<file path="src/rtl/conv_window_gen_if.sv">
// Pixel-stream / window bus for the 3x3 window generator.
// The master drives pixels and the frame clear; the slave returns windows.
interface conv_window_gen_if #(
  parameter int DW = 8
);
  logic          frame_clr;
  logic          pix_valid;
  logic [DW-1:0] pix_in;
  logic          win_valid;
  logic          frame_done;
  logic [DW-1:0] win_1, win_2, win_3;
  logic [DW-1:0] win_4, win_5, win_6;
  logic [DW-1:0] win_7, win_8, win_9;

  modport master (
    output frame_clr, pix_valid, pix_in,
    input  win_valid, frame_done,
    input  win_1, win_2, win_3, win_4, win_5, win_6, win_7, win_8, win_9
  );

  modport slave (
    input  frame_clr, pix_valid, pix_in,
    output win_valid, frame_done,
    output win_1, win_2, win_3, win_4, win_5, win_6, win_7, win_8, win_9
  );
endinterface

</file>
<file path="src/rtl/conv_window_gen.sv">
// 3x3 sliding-window generator over a raster pixel stream.
// Two line buffers hold the previous two rows; each accepted pixel shifts a
// new right column into the window. Windows are emitted for the valid region
// only (row >= 2, col >= 2), one cycle after the completing pixel.
module conv_window_gen #(
  parameter int IMG_W = 8,
  parameter int IMG_H = 8,
  parameter int DW    = 8
) (
  input logic               clk,
  input logic               rst,
  conv_window_gen_if.slave  bus
);

  localparam int CW = (IMG_W > 1) ? $clog2(IMG_W) : 1;
  localparam int RW = (IMG_H > 1) ? $clog2(IMG_H) : 1;

  logic [CW-1:0] col_q;
  logic [RW-1:0] row_q;
  logic          win_valid_q;
  logic          frame_done_q;
  logic [DW-1:0] win_q [9];

  // Line buffers: lb0 holds row r-1, lb1 holds row r-2; never reset.
  logic [DW-1:0] lb0_q [IMG_W];
  logic [DW-1:0] lb1_q [IMG_W];

  logic accept;
  logic last_col;
  logic last_row;

  // Clear takes priority over a pixel presented in the same cycle.
  always_comb begin
    accept   = bus.pix_valid && !bus.frame_clr;
    last_col = (col_q == CW'(IMG_W - 1));
    last_row = (row_q == RW'(IMG_H - 1));
  end

  // Line-buffer update: old lb0 entry ages into lb1, new pixel into lb0.
  always_ff @(posedge clk) begin
    if (accept) begin
      lb1_q[col_q] <= lb0_q[col_q];
      lb0_q[col_q] <= bus.pix_in;
    end
  end

  // Counters, window shift register and registered strobes.
  always_ff @(posedge clk or posedge rst) begin
    if (rst) begin
      col_q        <= '0;
      row_q        <= '0;
      win_valid_q  <= 1'b0;
      frame_done_q <= 1'b0;
      win_q        <= '{default: '0};
    end else begin
      win_valid_q  <= 1'b0;
      frame_done_q <= 1'b0;
      if (bus.frame_clr) begin
        col_q <= '0;
        row_q <= '0;
      end else if (bus.pix_valid) begin
        // Shift columns left; new right column comes from lb1, lb0, pixel.
        win_q[0] <= win_q[1];
        win_q[1] <= win_q[2];
        win_q[2] <= lb1_q[col_q];
        win_q[3] <= win_q[4];
        win_q[4] <= win_q[5];
        win_q[5] <= lb0_q[col_q];
        win_q[6] <= win_q[7];
        win_q[7] <= win_q[8];
        win_q[8] <= bus.pix_in;

        win_valid_q <= (row_q >= RW'(2)) && (col_q >= CW'(2));

        if (last_col) begin
          col_q <= '0;
          if (last_row) begin
            row_q        <= '0;
            frame_done_q <= 1'b1;
          end else begin
            row_q <= row_q + RW'(1);
          end
        end else begin
          col_q <= col_q + CW'(1);
        end
      end
    end
  end

  assign bus.win_valid  = win_valid_q;
  assign bus.frame_done = frame_done_q;
  assign bus.win_1      = win_q[0];
  assign bus.win_2      = win_q[1];
  assign bus.win_3      = win_q[2];
  assign bus.win_4      = win_q[3];
  assign bus.win_5      = win_q[4];
  assign bus.win_6      = win_q[5];
  assign bus.win_7      = win_q[6];
  assign bus.win_8      = win_q[7];
  assign bus.win_9      = win_q[8];

endmodule

</file>
<file path="src/flat_wrapper.sv">
// flat-port wrapper written by rule: the top's interface ports become plain ports
module conv_window_gen_flat 
#(
  parameter int IMG_W = 8,
  parameter int IMG_H = 8,
  parameter int DW    = 8
)
  (clk, rst, bus_frame_clr, bus_pix_valid, bus_pix_in, bus_win_valid, bus_frame_done, bus_win_1, bus_win_2, bus_win_3, bus_win_4, bus_win_5, bus_win_6, bus_win_7, bus_win_8, bus_win_9);
  conv_window_gen_if #(.DW(DW)) bus_i ();
  input logic clk;
  input logic rst;
  input wire logic [$bits(bus_i.frame_clr)-1:0] bus_frame_clr;
  input wire logic [$bits(bus_i.pix_valid)-1:0] bus_pix_valid;
  input wire logic [$bits(bus_i.pix_in)-1:0] bus_pix_in;
  output wire logic [$bits(bus_i.win_valid)-1:0] bus_win_valid;
  output wire logic [$bits(bus_i.frame_done)-1:0] bus_frame_done;
  output wire logic [$bits(bus_i.win_1)-1:0] bus_win_1;
  output wire logic [$bits(bus_i.win_2)-1:0] bus_win_2;
  output wire logic [$bits(bus_i.win_3)-1:0] bus_win_3;
  output wire logic [$bits(bus_i.win_4)-1:0] bus_win_4;
  output wire logic [$bits(bus_i.win_5)-1:0] bus_win_5;
  output wire logic [$bits(bus_i.win_6)-1:0] bus_win_6;
  output wire logic [$bits(bus_i.win_7)-1:0] bus_win_7;
  output wire logic [$bits(bus_i.win_8)-1:0] bus_win_8;
  output wire logic [$bits(bus_i.win_9)-1:0] bus_win_9;
  assign bus_i.frame_clr = bus_frame_clr;
  assign bus_i.pix_valid = bus_pix_valid;
  assign bus_i.pix_in = bus_pix_in;
  assign bus_win_valid = bus_i.win_valid;
  assign bus_frame_done = bus_i.frame_done;
  assign bus_win_1 = bus_i.win_1;
  assign bus_win_2 = bus_i.win_2;
  assign bus_win_3 = bus_i.win_3;
  assign bus_win_4 = bus_i.win_4;
  assign bus_win_5 = bus_i.win_5;
  assign bus_win_6 = bus_i.win_6;
  assign bus_win_7 = bus_i.win_7;
  assign bus_win_8 = bus_i.win_8;
  assign bus_win_9 = bus_i.win_9;
  conv_window_gen #(.IMG_W(IMG_W), .IMG_H(IMG_H), .DW(DW)) u_core (.clk(clk), .rst(rst), .bus(bus_i));
endmodule
</file>
<file path="config.mk">
export PLATFORM = sky130hd
export DESIGN_NAME = conv_window_gen_flat
export DESIGN_NICKNAME = d
export VERILOG_FILES = /design/src/rtl/conv_window_gen_if.sv /design/src/rtl/conv_window_gen.sv /design/src/flat_wrapper.sv
export SDC_FILE = /design/constraint.sdc
export NUM_CORES = 1
export LEC_CHECK = 0
export CORE_UTILIZATION = 51
export CTS_BUF_LIST = sky130_fd_sc_hd__clkbuf_16
export CTS_CLUSTER_SIZE = 10
export DETAILED_ROUTE_END_ITERATION = 16
export PLACE_DENSITY = 0.73
export SLEW_MARGIN = 0
export SYNTH_ARGS = -nofsm -noshare
export SYNTH_HDL_FRONTEND = slang
export SYNTH_SLANG_ARGS = --single-unit
</file>
<file path="constraint.sdc">
create_clock -name clk -period 2.6 [get_ports clk]
set_clock_uncertainty 0.05 [all_clocks]
set_input_delay 0.52 -clock clk [delete_from_list [all_inputs] [get_ports clk]]
set_output_delay 0.52 -clock clk [all_outputs]
set_load 0.02 [all_outputs]
</file>
==> results by group, run 1 <==
Outcome
  – Outcome: complete, no violations

Pwr
  – Total power: 8169 uW
  – Power Density: 811.5 mW/mm^2
  – Peak VDD IR: 0.4805 mV
  – Static Leakage: 0.004021 uW

Floorplanning
  – Core Region: 0.01543 sq mm
  – Count of standard-cell rows: 45
  – Initial Util: 52.87%
  – Full die area: 0.01650 sq mm
  – Count of boundary I/O pins: 86
  – Die X: 128.5 um
  – Chip height: 128.5 um

Route
  – Routed Antenna Nets: 0
  – DRT Wirelength: 17,350 um
  – DRC Markers: 0
  – Pre-antenna DRT Iters: 8
  – DRT iter0 DRCs: 572
  – Vias per cell: 5.464
  – Via count: 5,202
  – Routed WL per cell: 18.23 um

Logic synthesis
  – Distinct cells, synth: 42
  – Synth Instances: 617
  – Number of enable flip-flop cells after synthesis: 128
  – Post-synth net total: 635
  – Post-Syn Area: 0.008157 sq mm
  – Warnings, synthesis: 0
  – Register area share after synthesis: 71.67%
  – #FFs+latches synth: 208
  – Syn_area_per_cell: 13.22 sq um
  – Most common flop cell mapped by yosys: edfxtp_1
  – Async SR Flop Fraction: 38.46%

Clock tree
  – Num CTS Buffers: 24
  – CTS clk-pin slew, worst paths: 60 ps
  – Setup bufs post-CTS: 0
  – H-tree depth: 1
  – CTS sink cnt: 208
  – Clk_lat worst skew: 500 ps
  – Post-CTS Hold Buffers: 0
  – CTS Root Cell: clkbuf_16
  – Deepest clock path buffer count: 3
  – Resized Gates After CTS: 0
  – CTS tree: yes

Setup path
  – RR Endpoint: u_core.lb1_q[6][4]$_DFFE_PP_
  – Critical Path Sink Type: flip-flop
  – R2R Setup Slk: 230 ps
  – Reg2reg start: u_core.col_q[1]$_DFFE_PP0P_
  – CP startpoint kind: flip-flop
  – Worst setup path endpoint: u_core.lb1_q[6][4]$_DFFE_PP_
  – Setup crit start: u_core.col_q[1]$_DFFE_PP0P_
  – Critical Path AT: 2610 ps
  – Worst-path maximum fanout: 31
  – Critical path type: flip-flop to flip-flop
  – Worst r2r path cells: 5
  – Worst EP required: 2840 ps

Global route
  – Largest net degree at the start of global routing: 81
  – Grt ovf: 0
  – First-pass GRT wire length: 27,660 um
  – GRT Overall Usage: 21.90%
  – Number of global-route vias before repair: 5,073
  – Initial antenna violation count: 0

Timing
  – Final setup fails: 0
  – Worst Hold Margin: 424.5 ps
  – FMAX: 422.2 MHz
  – Final Max Tran Viols: 0
  – Worst-margin pin slew: 715.3 ps
  – Setup tns final: 0 ps
  – Hold Vio Cnt, Final: 0
  – RSZ-0062 raised after global routing: no
  – Period utilization: 91.09%
  – Slew margin rel.: 52.31%
  – Minimum clock period: 2368 ps

Placement
  – Hpwl dp: 11,190 um
  – Placed Area: 0.009370 sq mm
  – Placed cell count: 908
  – I/O Buffers: 85
  – RD Place Congestion: 0.8081

Cells and area
  – Area Overhead vs Synth: 23.42%
  – Layout Cell Area excl Fill: 0.01007 sq mm
  – Non-Filler Instances: 952
  – Layout cells sized above 1: 10.66%
  – Top flop regs: u_core.lb0_q x64, u_core.lb1_q x64
  – Nets: 741
  – Ant. Diodes: 0
  – Filler cells: 1,123

Min path
  – Worst min path class: flip-flop to flip-flop
  – Hold Crit Depth: 2

Flow run
  – Max-cap violations: 0
==> how the worst min path moves through the flow <==
| stage | from | end | slack (ps) |
|---|---|---|---|
| 5_1_grt | u_core.bus.win_4[7]$_DFFE_PP0P_ | u_core.bus.win_4[7]$_DFFE_PP0P_ | 450 |
| 6_report | u_core.bus.win_4[0]$_DFFE_PP0P_ | u_core.bus.win_4[0]$_DFFE_PP0P_ | 420 |
| 3_5_place_dp | u_core.bus.win_1[7]$_DFFE_PP0P_ | u_core.bus.win_1[7]$_DFFE_PP0P_ | 410 |
| 3_3_place_gp | u_core.bus.win_4[7]$_DFFE_PP0P_ | u_core.bus.win_4[7]$_DFFE_PP0P_ | 410 |
| 4_1_cts | u_core.bus.win_1[7]$_DFFE_PP0P_ | u_core.bus.win_1[7]$_DFFE_PP0P_ | 430 |
| 2_1_floorplan | u_core.row_q[2]$_DFFE_PP0P_ | u_core.row_q[2]$_DFFE_PP0P_ | 470 |
==> worst max-delay path, stage by stage (launching register included) <==
cell and delay, ps:
dfrtp_2 810, buf_4 400, nand2_1 260, o32ai_1 230, a31oi_1 130, nand2b_1 260
==> cells in the mapped netlist (5+ instances only) <==
cell / n / area (sq um)
a31oi_1: 10 / 62.56
nor3_1: 7 / 35.03
a221oi_1: 6 / 52.55
nor2_1: 29 / 108.9
buf_4: 5 / 37.54
mux2_2: 8 / 90.09
mux2i_1: 38 / 380.4
clkbuf_1: 7 / 26.28
ha_1: 6 / 75.07
inv_1: 7 / 26.28
nand2_1: 176 / 660.6
o211ai_1: 5 / 37.54
nand2b_1: 5 / 31.28
a211oi_1: 6 / 45.04
a21oi_1: 16 / 80.08
buf_1: 5 / 18.77
edfxtp_1: 128 / 3844
buf_2: 18 / 90.09
dfrtp_1: 80 / 2002
o21ai_0: 7 / 35.03
==> area by class of cell <==
cell class,instances,area (sq um),share of cell area (%)
Sequential cell,208,5849,58.10
Multi-Input combinational cell,364,2103,20.89
Timing Repair Buffer,118,1124,11.16
Clock buffer,25,625.6,6.214
Tap cell,211,264.0,2.622
Clock inverter,19,71.32,0.7084
Inverter,7,30.03,0.2983
==> through the flow <==
stage	util [%]	setup slack (ps)
floorplan	-	-320.8
global placement	60.74	341.5
detailed placement	60.74	274.9
CTS	65.26	237.5
global route	65.26	87.21
finish	65.26	231.6
==> cell families after synthesis <==
kind of cell               share of synthesized area (%)
and+or+nand+nor                                    11.69
DFF                                                71.67
muxes                                              6.504
adders and majority gates                         0.9204
AOI/OAI and AO/OA                                  6.366
buffers and inverters                              2.853
==> power breakdown <==
group	internal [uW]	switching, uW
clock network	1710	1190
logic	573	708
registers	3800	191
total	6080	2090
==> cell usage in the layout (no fill, tap or decap), types with 2 or more instances in the layout <==
master / n
nor3_1: 4
inv_1: 25
buf_4: 31
and3_1: 4
a211oi_1: 6
a211o_1: 4
clkbuf_16: 25
a22oi_1: 4
nor2b_1: 3
o32ai_1: 4
dfrtp_1: 77
mux2i_1: 38
nand2b_1: 4
nand3_1: 3
ha_1: 6
clkdlybuf4s50_1: 85
dfrtp_2: 3
nand3b_1: 4
a31oi_1: 10
nor2_1: 29
mux2_2: 8
nand2_1: 176
nor3_2: 3
o21ai_0: 7
mux4_2: 2
a21oi_1: 16
a22o_1: 4
edfxtp_1: 128
buf_12: 2
o211ai_1: 5
a221oi_1: 6
==> metal layers <==
metal / routed length [um] / part of all wire (%) / vias to the layer above / track usage (%)
li1: - / - / 2407 / -
met1: 7102 / 41 / 2579 / 29.68
met2: 8728 / 50 / 184 / 36.41
met3: 1228 / 7.1 / 32 / 4.324
met4: 294 / 1.7 / 0 / 5.952
met5: 0 / 0 / - / 0
Note: power is estimated with default switching activity, not from simulation.
==> run 2, diff against run 1 <==
- CORE_UTILIZATION: 51 -> 49
- PLACE_DENSITY: 0.73 -> 0.7
==> run 2 against run 1 <==
Against the previous run:
- sequential share of layout area shrank 0.42 points
- power up 0.38%
- worst setup slack improved by 120 ps
- global-route usage down 0.69 points
- highest routed layer unchanged
- first-iteration DRC count decreased by 35%
- fmax grew 5.4%
==> results by group, run 2 (synthesis results as in run 1) <==
Setup path
  – Critical Path Sink Type: flip-flop
  – Critical-path cell list: buf_12 > mux2_2 > a221oi_1 > nor2_1 > o22a_1
  – Worst r2r path cells: 5 (unchanged)
  – Worst-path maximum fanout: 26 (-16%)
  – Worst EP required: 2930 ps (+90 ps)
  – Reg2reg start: u_core.col_q[2]$_DFFE_PP0P_
  – Critical Path AT: 2580 ps (-30 ps)
  – R2R Setup Slk: 350 ps (+120 ps)
  – Critical Path Max Stage Delay: 790 ps (-20 ps)
  – RR Endpoint: u_core.bus.win_3[4]$_DFFE_PP0P_
  – CP startpoint kind: flip-flop
  – Critical path type: flip-flop to flip-flop
  – Slowest stage cell, crit path: dfrtp_2

Clock tree
  – CTS Root Cell: clkbuf_16
  – CTS sink cnt: 208 (unchanged)
  – Resized Gates After CTS: 0 (unchanged)
  – Clk_lat worst skew: 500 ps (about the same)
  – CTS tree: yes
  – CTS clk-pin slew, worst paths: 60 ps (about the same)
  – H-tree depth: 1 (unchanged)
  – Num CTS Buffers: 24 (unchanged)
  – Deepest clock path buffer count: 3 (unchanged)
  – Setup bufs post-CTS: 0 (unchanged)
  – Post-CTS Hold Buffers: 0 (unchanged)

Placement
  – Hpwl dp: 11,390 um (+1.7%)
  – Place WS: 379.9 ps (+105.0 ps)
  – I/O Buffers: 85 (unchanged)
  – Placed Area: 0.009447 sq mm (+0.81%)
  – Placed cell count: 919 (+1.2%)
  – RD Place Congestion: 0.7885 (-2.4%)

Timing
  – Minimum clock period: 2248 ps (-120.4 ps)
  – Hold Vio Cnt, Final: 0 (unchanged)
  – Setup tns final: 0 ps (unchanged)
  – Period utilization: 86.46% (-4.6 points)
  – Worst setup margin: 352.0 ps (+120.4 ps)
  – Slew margin rel.: 55.79% (+3.5 points)
  – RSZ-0062 raised after global routing: no
  – Final setup fails: 0 (unchanged)
  – Final Max Tran Viols: 0 (unchanged)
  – Worst-margin pin slew: 663.2 ps (-52.15 ps)
  – FMAX: 444.9 MHz (+5.4%)

Route
  – Routed Antenna Nets: 0 (unchanged)
  – Vias per cell: 5.384 (-1.5%)
  – Routed WL per cell: 18.46 um (+1.3%)
  – DRT iter0 DRCs: 369 (-35%)
  – DRT Wirelength: 17,760 um (+2.4%)
  – Top Layer Used: met4
  – Pre-antenna DRT Iters: 5 (-3)
  – WL met1: 7322 um (+3.1%)
  – DR WL met2: 9014 um (+3.3%)
  – Wire length on met3: 1159 um (-5.6%)
  – DRC Markers: 0 (unchanged)
  – Via count: 5,179 (-0.44%)

Cells and area
  – Non-Filler Instances: 962 (+1.1%)
  – Ant. Diodes: 0 (unchanged)
  – Commonest non-fill, non-tap cells in the layout: 176 x nand2_1, 128 x edfxtp_1, 85 x clkdlybuf4s50_1, 77 x dfrtp_1, 38 x mux2i_1
  – Layout Cell Area excl Fill: 0.01014 sq mm (+0.72%)
  – Filler cells: 1,181 (+5.2%)
  – Final Core Density: 63.14% (-2.1 points)
  – Commonest non-fill, non-tap cell in the layout: nand2_1
  – Nets: 747 (+0.81%)
  – Top flop regs: u_core.lb0_q x64, u_core.lb1_q x64
  – Area Overhead vs Synth: 24.31%
  – Layout cells sized above 1: 11.39% (+0.73 points)

Min path
  – Hold Path Sink: u_core.bus.win_4[6]$_DFFE_PP0P_
  – Hold Crit Depth: 2 (unchanged)
  – Worst min path class: flip-flop to flip-flop
  – Hold Crit Start: u_core.bus.win_4[6]$_DFFE_PP0P_

Pwr
  – Static Leakage: 0.004053 uW (+0.80%)
  – Peak VDD IR: 0.5890 mV (+23%)
  – Power Density: 808.8 mW/mm^2 (-0.34%)

Floorplanning
  – Core Region: 0.01606 sq mm (+4.1%)
  – Count of standard-cell rows: 46 (+2.2%)
  – Chip height: 131.0 um (+2.0%)
  – Die X: 131.0 um (+2.0%)
  – Count of boundary I/O pins: 86 (unchanged)
  – Full die area: 0.01717 sq mm (+4.0%)
  – Initial Util: 50.79% (-2.1 points)

Outcome
  – Outcome: complete, no violations

Global route
  – Number of global-route vias before repair: 5,024 (-0.97%)
  – First-pass GRT wire length: 27,340 um (-1.1%)
  – GRT Overall Usage: 21.21% (-0.69 points)
  – Largest net degree at the start of global routing: 81 (unchanged)
  – Grt ovf: 0 (unchanged)
  – Initial antenna violation count: 0 (unchanged)

Flow run
  – Max-cap violations: 0 (unchanged)
## run 2: cell types whose count changed in the layout (fill, tap and decap cells not counted)
cell	delta
buf_12	+2
buf_4	+4
inv_1	-1
## run 2: critical path: cells and delay by family, from the launching register on
family          cells  cell delay, ps
mux                 1             350
flops               1             790
buf+inv             1             260
simple gates        1             100
compound gates      2             550
## run 2: routing by layer
metal  GRT usage [%]  vias to the layer above
li1                -                     2407
met1           27.79                     2566
met2           36.13                      178
met3           4.357                       28
met4           5.544                        0
met5               0                        -
## run 2: layout make-up
cell class	count	area [sq um]	share of cell area, %
Tap cell	216	270.3	2.665
Multi-Input combinational cell	364	2103	20.74
Clock buffer	25	625.6	6.170
Sequential cell	208	5849	57.69
Inverter	7	30.03	0.2962
Clock inverter	18	67.56	0.6663
Timing Repair Buffer	124	1194	11.77
## run 2: where the power goes
group	total (uW)	switching (uW)	internal, uW	leakage, uW
Sequential	4000	198	3800	0.00214
Combinational	1300	712	583	0.00151
Clock	2910	1200	1710	0.000404
## run 2: how the worst max path moves through the flow
stage,start,depth (start not counted),end
after floorplan,bus_pix_valid,6,u_core.lb0_q[1][0]$_DFFE_PP_
after global placement,u_core.col_q[2]$_DFFE_PP0P_,5,u_core.bus.win_3[4]$_DFFE_PP0P_
after detailed placement,bus_pix_valid,5,u_core.lb0_q[5][1]$_DFFE_PP_
after CTS,u_core.col_q[2]$_DFFE_PP0P_,5,u_core.bus.win_3[4]$_DFFE_PP0P_
after global routing,u_core.col_q[2]$_DFFE_PP0P_,5,u_core.bus.win_3[4]$_DFFE_PP0P_
final,u_core.col_q[2]$_DFFE_PP0P_,5,u_core.bus.win_3[4]$_DFFE_PP0P_
## run 2: metrics by stage
step	hold slack [ps]	total power [uW]
after floorplan	473.5	4685
after global placement	407.4	5320
after detailed placement	411.3	5355
after CTS	424.6	8266
after global routing	444.9	8521
final	421.4	8200
==> run 3, diff against run 2 <==
- CORE_UTILIZATION: 49 -> 25
- PLACE_DENSITY: 0.7 -> 0.4
- RECOVER_POWER: default -> 50
==> run 3 against run 2 <==
Against the previous run:
- critical path depth unchanged
- largest power group unchanged
- count of clock-buffer cells in the layout unchanged
- clock power increased by 3%
- largest cell class unchanged
- sequential share of layout area decreased by 1.5 points
- register-to-register slack got worse by 70 ps
- routed wire length increased by 18%
==> results by group, run 3 (synthesis results as in run 1) <==
Outcome
  – Outcome: complete, no violations

Pwr
  – Sequential share of power: 48.3% (-0.4 points)
  – Int Pwr: 6093 uW (about the same)
  – Peak VDD IR: 0.4145 mV (-30%)
  – Total power: 8307 uW (+1.3%)
  – Power Density: 798.1 mW/mm^2 (-1.3%)
  – Clk pwr share: 36.2% (+0.7 points)
  – Sw Share: 26.65% (+0.92 points)
  – Comb pwr share: 15.6% (-0.2 points)
  – Switching power: 2214 uW (+4.9%)
  – Static Leakage: 0.004045 uW (-0.19%)

Cells and area
  – Nets: 751 (+0.54%)
  – Area Overhead vs Synth: 27.60%
  – Ant. Diodes: 0 (unchanged)
  – Top flop regs: u_core.lb0_q x64, u_core.lb1_q x64
  – Non-Filler Instances: 1,186 (+23%)
  – Filler cells: 3,184 (+170%)
  – Commonest non-fill, non-tap cell in the layout: nand2_1
  – Layout cells sized above 1: 11.45% (+0.057 points)
  – Commonest non-fill, non-tap cells in the layout: 176 x nand2_1, 128 x edfxtp_1, 78 x dfrtp_1, 75 x clkdlybuf4s50_1, 38 x mux2i_1

Clock tree
  – Setup bufs post-CTS: 0 (unchanged)
  – CTS Root Cell: clkbuf_16
  – Num CTS Buffers: 25 (+4.2%)
  – CTS clk-pin slew, worst paths: 50 ps (about the same)
  – Resized Gates After CTS: 0 (unchanged)
  – Post-CTS Hold Buffers: 0 (unchanged)
  – H-tree depth: 1 (unchanged)
  – Clk_lat worst skew: 510 ps (about the same)
  – CTS tree: yes
  – Deepest clock path buffer count: 3 (unchanged)
  – CTS sink cnt: 208 (unchanged)

Timing
  – Final setup fails: 0 (unchanged)
  – Slew margin rel.: 23.84% (-32 points)
  – FMAX: 423.3 MHz (-4.8%)
  – Worst-margin pin slew: 1142 ps (+479.3 ps)
  – Period utilization: 90.86% (+4.4 points)
  – Minimum clock period: 2362 ps (+114.3 ps)
  – Hold Vio Cnt, Final: 0 (unchanged)
  – RSZ-0062 raised after global routing: no
  – Final Max Tran Viols: 0 (unchanged)
  – Setup tns final: 0 ps (unchanged)
  – Worst Hold Margin: 425.2 ps (+3.713 ps)

Floorplanning
  – Full die area: 0.03335 sq mm (+94%)
  – Count of boundary I/O pins: 86 (unchanged)
  – Initial Util: 25.65% (-25 points)
  – Core Region: 0.03180 sq mm (+98%)
  – Count of standard-cell rows: 65 (+41%)
  – Die X: 182.6 um (+39%)
  – Chip height: 182.6 um (+39%)

Route
  – Routed Antenna Nets: 0 (unchanged)
  – Via count: 5,106 (-1.4%)
  – DRT iter0 DRCs: 250 (-32%)
  – Vias per cell: 4.305 (-20%)
  – Routed WL per cell: 17.63 um (-4.5%)
  – Pre-antenna DRT Iters: 4 (-1)
  – DRT Wirelength: 20,910 um (+18%)
  – DRC Markers: 0 (unchanged)

Setup path
  – Critical path type: primary input to flip-flop
  – Worst-path maximum fanout: 7 (-73%)
  – Setup crit start: bus_frame_clr
  – Reg2reg start: u_core.col_q[1]$_DFFE_PP0P_
  – Critical Path Sink Type: flip-flop
  – CP startpoint kind: primary input
  – Critical Path AT: 2500 ps (-80 ps)
  – Worst EP required: 2740 ps (-190 ps)

Global route
  – First-pass GRT wire length: 33,090 um (+21%)
  – Grt ovf: 0 (unchanged)
  – Initial antenna violation count: 0 (unchanged)
  – Number of global-route vias before repair: 5,399 (+7.5%)
  – Largest net degree at the start of global routing: 81 (unchanged)
  – GRT Overall Usage: 12.92% (-8.3 points)

Flow run
  – Max-cap violations: 0 (unchanged)

Min path
  – Worst min path class: flip-flop to flip-flop
  – Hold Crit Start: u_core.bus.win_7[7]$_DFFE_PP0P_

Placement
  – RD Place Congestion: 0.7579 (-3.9%)
  – Hpwl dp: 13,980 um (+23%)
  – Placed cell count: 1,141 (+24%)
  – I/O Buffers: 85 (unchanged)
[run 3: changes by cell type in the layout (fill, tap and decap cells not counted), sizes merged]
cell,change
clkdlybuf4s50,-10
dlygate4sd3,+10
clkbuf,+8
buf,-5
clkinv,+3
inv,-1
[run 3: per-stage QoR]
step | cell area (sq um) | util [%] | setup WS [ps]
6_report | 10410 | 32.73 | 237.7
2_1_floorplan | 8165 | - | -320.8
3_5_place_dp | 9743 | 30.64 | 310.8
5_1_grt | 10410 | 32.73 | 132.4
4_1_cts | 10450 | 32.86 | 344.1
3_3_place_gp | 9743 | 30.64 | 318.5
[run 3: area by class of cell]
type / count / area, sq um / share of cell area (%)
flip-flops and latches: 208 / 5848 / 56.19
multi-input cells: 364 / 2096 / 20.14
repair buffers: 127 / 1182 / 11.36
clock buffers: 25 / 625.6 / 6.011
well taps: 435 / 544.3 / 5.230
clock inverters: 20 / 81.33 / 0.7814
inverters: 7 / 30.03 / 0.2885
[run 3: power groups by stage]
stage | Combinational [uW] | Clock, uW | Sequential (uW)
after floorplan | 426 | 0 | 4260
after global placement | 1330 | 0 | 4070
after detailed placement | 1320 | 0 | 4080
after CTS | 1330 | 3110 | 4020
after global routing | 1410 | 3240 | 4050
final | 1290 | 3010 | 4010
[run 3: path summary, 6_finish.rpt]
kind	end	slack, ps	cells past startpoint
max in group asynchronous	u_core.col_q[0]$_DFFE_PP0P_	880	3
worst min-delay path	u_core.bus.win_7[7]$_DFFE_PP0P_	430	2
min in group asynchronous	u_core.bus.win_1[3]$_DFFE_PP0P_	860	3
worst max-delay path	u_core.lb1_q[4][6]$_DFFE_PP_	240	5
worst max register to register	u_core.lb1_q[2][4]$_DFFE_PP_	280	5
worst min register to register	u_core.bus.win_7[7]$_DFFE_PP0P_	430	2
[run 3: routing by layer]
layer	vias up	GRT usage [%]	wire, um
met1	2556	17.47	9657
met5	-	0	0
li1	2420	-	-
met2	98	21.63	10070
met4	0	2.622	343
met3	32	2.275	839
[run 3: critical path, stage by stage]
cell and delay [ps]:
dlygate4sd3_1 620, nor2b_1 530, clkbuf_1 320, and3_1 240, clkbuf_2 270
==> patch (flow settings as in run 3) <==
`IMG_H` is set to 8 in 2 places; all go to 16.
--- a/src/rtl/conv_window_gen.sv
+++ b/src/rtl/conv_window_gen.sv
@@ -4,7 +4,7 @@
 // only (row >= 2, col >= 2), one cycle after the completing pixel.
 module conv_window_gen #(
   parameter int IMG_W = 8,
-  parameter int IMG_H = 8,
+  parameter int IMG_H = 16,
   parameter int DW    = 8
 ) (
   input logic               clk,
--- a/src/flat_wrapper.sv
+++ b/src/flat_wrapper.sv
@@ -2,7 +2,7 @@
 module conv_window_gen_flat 
 #(
   parameter int IMG_W = 8,
-  parameter int IMG_H = 8,
+  parameter int IMG_H = 16,
   parameter int DW    = 8
 )
   (clk, rst, bus_frame_clr, bus_pix_valid, bus_pix_in, bus_win_valid, bus_frame_done, bus_win_1, bus_win_2, bus_win_3, bus_win_4, bus_win_5, bus_win_6, bus_win_7, bus_win_8, bus_win_9);
Formal check against the unedited RTL: same outputs for any inputs over 4 cycles, from zero or initial values and one cycle with rst high; that may be too few to reach the edited logic, so the function may still have changed.
==> patch against run 3 <==
Total power rose by 0.28%. Fmax rose by 7.8%. Sequential cell count rose by 1. Wire length fell by 1.2%. Design area rose by 0.14%. Critical endpoint is now u_core.bus.win_6[2]. Count of clock-buffer cells in the layout did not move. Cell count barely moved. Die area rose by 0.27%. Synthesized area rose by 0.28%. Core utilization barely moved. Worst setup slack improved by 0.17 ns.
==> patch: results (changes against run 3) <==
| Metric | Value |
|---|---|
| Crit path max fanout | 76 (was 7) |
| Grt met2 use | 22.31% (was 21.63%) |
| Met1 Usage GRT | 16.08% (was 17.47%) |
| Layout cells sized above 1 | 10.80% (was 11.45%) |
| Vias | 5,147 (was 5,106) |
| Syn_nets | 631 (was 635) |
| Met2 wire len | 10,350 um (was 10,070 um) |
| Placed cell areas | 0.009797 mm2 (was 0.009743 mm2) |
| Reg-to-reg slack, setup | 0.43 ns (was 0.28 ns) |
| Synth area leaders | edfxtp_1 (47%), dfrtp_1 (25%), nand2_1 (8.0%), mux2i_1 (4.5%), mux2_2 (1.4%) (was edfxtp_1 (47%), dfrtp_1 (25%), nand2_1 (8.1%), mux2i_1 (4.7%), nor2_1 (1.3%)) |
| Vias in the first global route | 5,464 (was 5,399) |
| Most common library cells after synthesis | nand2_1 (175), edfxtp_1 (128), dfrtp_1 (81), mux2i_1 (37), nor2_1 (28) (was nand2_1 (176), edfxtp_1 (128), dfrtp_1 (80), mux2i_1 (38), nor2_1 (29)) |
| WL met1 | 9097 um (was 9657 um) |
| 1st-iter DRT viols | 244 (was 250) |
| DRT Wirelength | 20,650 um (was 20,910 um) |
| F_max | 456.5 MHz (was 423.3 MHz) |
| Nets | 750 (was 751) |
| Switching share of power | 26.58% (was 26.65%) |
| Filler instances | 3,207 (was 3,184) |
| GRT Total Usage | 12.63% (was 12.92%) |
| Sequential cell area fraction in the yosys report | 71.78% (was 71.67%) |
| CTS max path bufs | 3 (unchanged) |
| Met3 GRT Util | 2.323% (was 2.275%) |
| First-pass GRT wire length | 32,650 um (was 33,090 um) |
| Layout Cells excl Fill | 1,185 (was 1,186) |
| Critical path's top delay family | buffers and inverters (unchanged) |
| Pre-CTS WS | 0.3664 ns (was 0.3108 ns) |
| Flop pwr share | 48.1% (was 48.3%) |
| Pin count of the biggest net entering global routing | 82 (was 81) |
| Combinational power share | 16.0% (was 15.6%) |
| Asr flop ratio synth | 38.76% (was 38.46%) |
| EDFF count, synth | 128 (unchanged) |
| Status | finished clean (unchanged) |
| Syn Inst Count | 614 (was 617) |
| Worst vdd ir | 0.4156 mV (was 0.4145 mV) |
| Max stage delay on crit path | 0.70 ns (was 0.62 ns) |
| Routability cong. | 0.7306 (was 0.7579) |
| Internal Pwr Total | 6116 uW (was 6093 uW) |
| Slew @ Worst Pin | 1.133 ns (was 1.142 ns) |
| Worst hold slack | 0.4262 ns (was 0.4252 ns) |
| Synth cell types | 45 (was 42) |
| Fin util | 32.69% (was 32.73%) |
patch: area by class of cell:
cell class                 count  share of cell area, %
sequential                   209                  56.35
multi-input combinational    361                  20.07
timing repair buffer         128                  11.33
clock buffer                  25                  6.002
tap                          435                  5.222
clock inverter                19                 0.6963
inverter                       8                 0.3241
patch: cell families after synthesis:
logic type	Yosys count	synth area share (%)
compound gates	75	6.609
xor+xnor	1	0.1071
fa+ha+maj	5	0.7649
buf+inv	44	2.799
flops	209	71.78
mux	50	6.639
simple gates	230	11.30
patch: final timing paths:
path | from | end | cells after the start
min | u_core.bus.win_4[0] | u_core.bus.win_4[0] | 2
max reg2reg | u_core.col_q[1] | u_core.lb1_q[5][6] | 6
max in group asynchronous | rst | u_core.col_q[0] | 3
max | bus_frame_clr | u_core.bus.win_6[2] | 4
min in group asynchronous | rst | u_core.bus.win_7[3] | 3
min reg2reg | u_core.bus.win_4[0] | u_core.bus.win_4[0] | 2
